### src/rtl/pipe_ctrl.sv
// Central pipeline controller: merges per-stage stall requests into hold/bubble controls
// and sequences EX redirects into the PC generator, parking them while IF is busy.
module pipe_ctrl #(
   parameter int PC_W     = 64,
   parameter int WAIT_MAX = 255
) (
   input  logic            clk,
   input  logic            rst,
   input  logic            if_stall_req,
   input  logic            id_stall_req,
   input  logic            ex_stall_req,
   input  logic            mem_stall_req,
   input  logic            ex_redirect_ena,
   input  logic [PC_W-1:0] ex_redirect_pc,
   output logic [4:0]      stall_o,
   output logic [4:0]      flush_o,
   output logic            pc_redirect_ena,
   output logic [PC_W-1:0] pc_redirect_pc,
   output logic            ex_hold_o,
   output logic            redirect_pend_o,
   output logic            err_o
);

   typedef enum logic {
      IDLE,
      WAIT_IF
   } state_e;

   localparam logic [7:0] WAIT_LIMIT = 8'(WAIT_MAX);

   state_e          state_q, state_d;
   logic [PC_W-1:0] pendPc_q, pendPc_d;
   logic [7:0]      waitCnt_q, waitCnt_d;
   logic            err_q, err_d;

   always_ff @(posedge clk or negedge rst) begin
      if (!rst) begin
         state_q   <= IDLE;
         pendPc_q  <= '0;
         waitCnt_q <= '0;
         err_q     <= 1'b0;
      end else begin
         state_q   <= state_d;
         pendPc_q  <= pendPc_d;
         waitCnt_q <= waitCnt_d;
         err_q     <= err_d;
      end
   end

   // A taken redirect flushes IF/ID and ID/EX, which makes any ID or IF stall moot.
   always_comb begin
      state_d         = state_q;
      pendPc_d        = pendPc_q;
      waitCnt_d       = waitCnt_q;
      err_d           = err_q;
      stall_o         = 5'b00000;
      flush_o         = 5'b00000;
      pc_redirect_ena = 1'b0;
      pc_redirect_pc  = '0;

      case (state_q)
         IDLE: begin
            if (mem_stall_req) begin
               stall_o = 5'b11111;
            end else if (ex_stall_req) begin
               stall_o = 5'b01111;
               flush_o = 5'b10000;
            end else if (ex_redirect_ena) begin
               flush_o = 5'b00110;
               if (!if_stall_req) begin
                  pc_redirect_ena = 1'b1;
                  pc_redirect_pc  = ex_redirect_pc;
               end else begin
                  stall_o   = 5'b00001;
                  pendPc_d  = ex_redirect_pc;
                  waitCnt_d = '0;
                  state_d   = WAIT_IF;
               end
            end else if (id_stall_req) begin
               stall_o = 5'b00111;
               flush_o = 5'b01000;
            end else if (if_stall_req) begin
               stall_o = 5'b00011;
               flush_o = 5'b00100;
            end
         end

         WAIT_IF: begin
            if (waitCnt_q != 8'hFF) begin
               waitCnt_d = waitCnt_q + 8'd1;
            end
            if (mem_stall_req) begin
               stall_o = 5'b11111;
            end else begin
               stall_o = 5'b00001;
               flush_o = 5'b00110;
            end
            // The parked redirect may issue even under a MEM stall.
            if (!if_stall_req) begin
               pc_redirect_ena = 1'b1;
               pc_redirect_pc  = pendPc_q;
               state_d         = IDLE;
            end else begin
               if (waitCnt_q == WAIT_LIMIT) begin
                  err_d = 1'b1;
               end
               if (ex_redirect_ena) begin
                  pendPc_d = ex_redirect_pc;
               end
            end
         end

         default: begin
            state_d = IDLE;
         end
      endcase
   end

   assign ex_hold_o       = stall_o[3];
   assign redirect_pend_o = (state_q == WAIT_IF);
   assign err_o           = err_q;

endmodule

### config.mk
export PLATFORM = sky130hd
export DESIGN_NAME = pipe_ctrl
export DESIGN_NICKNAME = d
export VERILOG_FILES = /design/src/rtl/pipe_ctrl.sv
export SDC_FILE = /design/constraint.sdc
export NUM_CORES = 1
export LEC_CHECK = 0
export ABC_AREA = 1
export CORE_ASPECT_RATIO = 0.5
export CORE_UTILIZATION = 43
export CTS_BUF_LIST = sky130_fd_sc_hd__clkbuf_2
export DETAILED_ROUTE_END_ITERATION = 7
export PLACE_DENSITY = 0.8
export SETUP_SLACK_MARGIN = 0.02
export SKIP_CTS_REPAIR_TIMING = 1
export SYNTH_ARGS = -nofsm -noshare
export SYNTH_HDL_FRONTEND = slang
export SYNTH_SLANG_ARGS = --single-unit
### constraint.sdc
create_clock -name clk -period 1.5 [get_ports clk]
set_input_delay 0.45 -clock clk [delete_from_list [all_inputs] [get_ports clk]]
set_output_delay 0.45 -clock clk [all_outputs]
set_load 0.1 [all_outputs]
# Word-level counts from Yosys, hierarchy flattened
# Index checks and enable logic that the tools add are counted.
[classes]
n_reduce_logical = 3
bitwise = 1
n_eq_ne = 9
n_mux = 44
add_sub_neg = 1
[op_table]
columns = ["op", "n"]
rows = [
  ["2-to-1 mux 64 bit", 11],
  ["case mux 64 bit (2 select lines)", 2],
  ["2-to-1 mux 8 bit", 5],
  ["2-to-1 mux 5 bit", 6],
  ["case mux 5 bit (2 select lines)", 2],
  ["case mux 8 bit (2 select lines)", 1],
  ["!= test 2 bit (second input constant)", 6],
  ["2-to-1 mux 1 bit", 9],
  ["2-to-1 mux 3 bit", 3],
  ["adder 8 x 1 -> 8 bit (second input constant)", 1],
  ["== test 8 bit (second input constant)", 1],
  ["2-to-1 mux 4 bit", 2],
  ["!= test 8 bit (second input constant)", 1],
  ["AND reduction 6 bit", 1],
  ["AND reduction 5 bit", 1],
  ["case mux 1 bit (2 select lines)", 2],
  ["AND reduction 3 bit", 1],
  ["2-to-1 mux 2 bit", 1],
  ["!= test 2 x 1 -> 1 bit (second input constant)", 1],
  ["NOT 1 bit", 1],
]
[word_totals]
elab_cells = 62
in_bits = 71
reg_bits = 74
output_inout_bits = 78

# Logic depth before layout (Yosys ltp)
[logic_depth]
ltp_word = 6
ltp_mapped = 8
ltp_nobuf = 7

# Worst setup path after synthesis
# No wires, ideal clock.
[synth_path]
path_type = "register -> output"
start = "reg state_q, in the netlist redirect_pend_o"
end = "out flush_o[3]"
setup_slack_ps = -2958
path_buffers = 1
arrival_ps = 4008
required_time_ps = 1050
stages_incl_launch_ff = 3
path_cell_list = "dfrtp_1 clkbuf_1 nor4_1"
[synth_between]
elab_chain_cells = 2
[synth_rtl]
columns = ["item", "line_no", "rtl"]
rows = [
  ["from (decl)", "31", "state_e state_q, state_d;"],
  ["from (signal assigned)", "43", "state_q <= state_d;"],
  ["NOT 1 bit", "n/a", ""],
  ["case mux 5 bit (2 select lines) *", "61", "case (state_q)"],
  ["to (decl)", "16", "output logic [4:0] flush_o,"],
]
# Mark *: on every way between the ends. The rest lies on a longest branch, timed or not.

# Final worst setup path
[layout_path]
start = "in if_stall_req"
end = "out pc_redirect_pc[13]"
[layout_between]
elab_chain_cells = 5
elab_cells_between_ends = 6
classes_between = "6 x mux"
[layout_rtl]
columns = ["item", "line_no", "rtl"]
rows = [
  ["from (decl)", "9", "input logic if_stall_req,"],
  ["2-to-1 mux 64 bit", "70", "if (!if_stall_req) begin"],
  ["2-to-1 mux 64 bit", "68", "end else if (ex_redirect_ena) begin"],
  ["2-to-1 mux 64 bit", "65", "end else if (ex_stall_req) begin"],
  ["2-to-1 mux 64 bit", "63", "if (mem_stall_req) begin"],
  ["case mux 64 bit (2 select lines) *", "61", ""],
  ["to (decl)", "18", "output logic [PC_W-1:0] pc_redirect_pc,"],
]
# Marked as above.

==> qor.txt <==
Initial antenna violation count = 0
Failing checks = negative setup slack
Vias = 4967
GRT Overall Usage = 28.3%
Worst skew pair latency = 500 ps
Critical Path AT = 2040 ps
Shortest period the worst path allows = 2490 ps
Critical path data required time = 1050 ps
Slew Viols, Final = 0
Layout cells sized above 1 = 47.3%
Multi-input logic area = 2670 um^2
Max clock buf depth = 2
CTS Sinks = 74
Worst Setup End Kind = output pin
Die span in x = 143 um
Pin count of the biggest net entering global routing = 45
Final Power = 6660 uW
Placed cell area = 8170 um^2
Synth Area in Compound Gates = 22.2%
Number of port buffers = 147
GRT overflow = 0
Simple-gate share of the synthesized area = 19.4%
Clock Pin Slew Worst Setup and Hold Paths = 190 ps
Cells after synthesis = 520
Fin area = 8550 um^2
Crit Path Max Fanout = 34
HPWL Detailed = 10.8 mm
TritonCTS clock tree = yes
Post-synthesis mux area share = 0%
Filler instances = 390
Post-Route Setup TNS = -84790 ps
Mapped Area = 4280 um^2
Vias per cell = 5.53
Yosys reg bits = 74
DRT Wirelength = 17.7 mm
Number of distinct library cells after synthesis = 25
GPL Wtd Cong = 0.847
Post-Synth Adder-Cell Area = 0.292%
Outcome = finished, violations left
Worst slack at placement = -931 ps
CTS Buf Count = 9
PwrDens = 779 nW/um^2
RSZ-0062 raised after global routing = true
Seq/Total Area, Yosys = 43.2%
Die height = 72.6 um
CP Class = in -> out
Hold Vio Cnt, Final = 0
First-pass GRT wire length = 22.6 mm
Maximum vdd drop = 0.480 mV
Worst path bufs/invs = 4
WL/cell = 19.7 um
Cell family contributing the most delay on the critical path = buffers and inverters
Max-cap violations = 0
Worst-path cell chain = clkdlybuf4s50_1, inv_2, buf_4, nand3_1, o21ai_4, buf_12
Max incr delay on CP = 440 ps
Antenna fix cells = 0
I/O Pins = 149
Hold Crit Class = in -> async
NumNets Final = 830
FF+latch area = 1860 um^2
Initial core utilization = 44.8%
Final worst slack = -990 ps
Final period util = 166%
Syn_nets = 592
Synthesis warning total = 0
Vias in the first global route = 4872
Main combinational cell family by area after synthesis = compound AO/OA/AOI/OAI gates
Die ar. = 10400 um^2
Drt drc = 0
Synth Area in XOR/XNOR = 0%
Critical Path Start Type = input port
Core area = 9570 um^2
Leakage = 0.00384 uW
First-pass DRT Iterations = 5
FP Rows = 25
DRT antenna net count = 0
Worst path slowest cell = clkdlybuf4s50_1
Endpoints failing setup = 145
Max Clock Skew = 14.3 ps
Fmax = 402 MHz
DRT iter0 DRCs = 456
CTS root buf = clkbuf_2
H-tree depth = 3
Synth-to-layout area growth = 99.6%
Syn avg cell area = 8.24 um^2
==> stage by stage <==
stage               util [%]  std cells  hold slack (ps)
global placement        85.4        871              330
detailed placement      85.4        871              331
global route            89.3        898              274
finish                  89.3        898              329
CTS                     86.5        887             -250
floorplan                  -        520              154
==> logic make-up (layout without fill, tap and decap cells) <==
group                      count (synthesis)  count (layout)
AOI/OAI and AO/OA                        141             141
adders and majority gates                  1               1
buffers and inverters                    115             358
DFF                                       74              74
other                                      1               1
and+or+nand+nor                          188             188
==> flip-flops by register name, indices dropped and copies added (netlist names) <==
| signal | count |
|---|---|
| pendPc_q | 64 |
| waitCnt_q | 8 |
| err_o | 1 |
| redirect_pend_o | 1 |
==> layout make-up <==
cell class	instances	share of cell area (%)
inverter	75	3.32
clock buffer	13	0.761
sequential	74	21.7
clock inverter	3	0.468
tap	135	1.98
multi-input combinational	331	31.2
timing repair buffer	267	40.6
==> placed cells by master (no fill, tap or decap), drive strengths merged <==
| cell type | count |
|---|---|
| a21oi | 2 |
| dfrtp | 74 |
| nor4 | 1 |
| nand3 | 78 |
| o2111ai | 1 |
| o21ai | 134 |
| dlygate4sd3 | 1 |
| dlymetal6s2s | 1 |
| clkinv | 2 |
| o211ai | 1 |
| o21bai | 2 |
| conb | 1 |
| nor2 | 12 |
| a31oi | 1 |
| bufinv | 1 |
| buf | 191 |
| inv | 75 |
| or2 | 2 |
| clkbuf | 19 |
| clkdlybuf4s50 | 68 |
| ha | 1 |
| nand2 | 95 |
==> final timing paths <==
path	startpoint	end	slack [ps]	cells after the start
max	if_stall_req	pc_redirect_pc[13]	-990	6
min	rst	pendPc_q[35]$_DFFE_PN0P_	330	2
max reg2reg	redirect_pend_o$_DFF_PN0_	pendPc_q[54]$_DFFE_PN0P_	-340	7
min reg2reg	pendPc_q[31]$_DFFE_PN0P_	pendPc_q[31]$_DFFE_PN0P_	510	2
max in group asynchronous	rst	pendPc_q[5]$_DFFE_PN0P_	710	3
min in group clk	pendPc_q[31]$_DFFE_PN0P_	pendPc_q[31]$_DFFE_PN0P_	510	2
==> synthesized netlist by cell type (all sizes together) <==
cell type	n	area share (%)
or2	2	0.29
nor2	12	1.4
conb	1	0.088
inv	75	6.6
o21ai	134	21
ha	1	0.29
o2111ai	1	0.20
clkbuf	5	0.44
nor4	1	0.15
a31oi	1	0.15
nand2	95	8.3
o211ai	1	0.29
dfrtp	74	43
o21bai	2	0.35
nand3	78	9.2
buf	35	7.8
a21oi	2	0.23
==> layer usage <==
layer	up-vias	global-route usage [%]	part of all wire (%)
li1	2167	-	-
met1	2459	31.1	38
met2	281	55.5	53
met3	60	5.12	6.1
met4	0	9.32	3.3
met5	-	0	0
==> where the power goes <==
| part | total, uW | internal [uW] | switching [uW] |
|---|---|---|---|
| Sequential | 2720 | 2420 | 304 |
| Combinational | 2850 | 1160 | 1680 |
| Clock | 1100 | 409 | 689 |
Note: power is estimated with default switching activity, not from simulation.
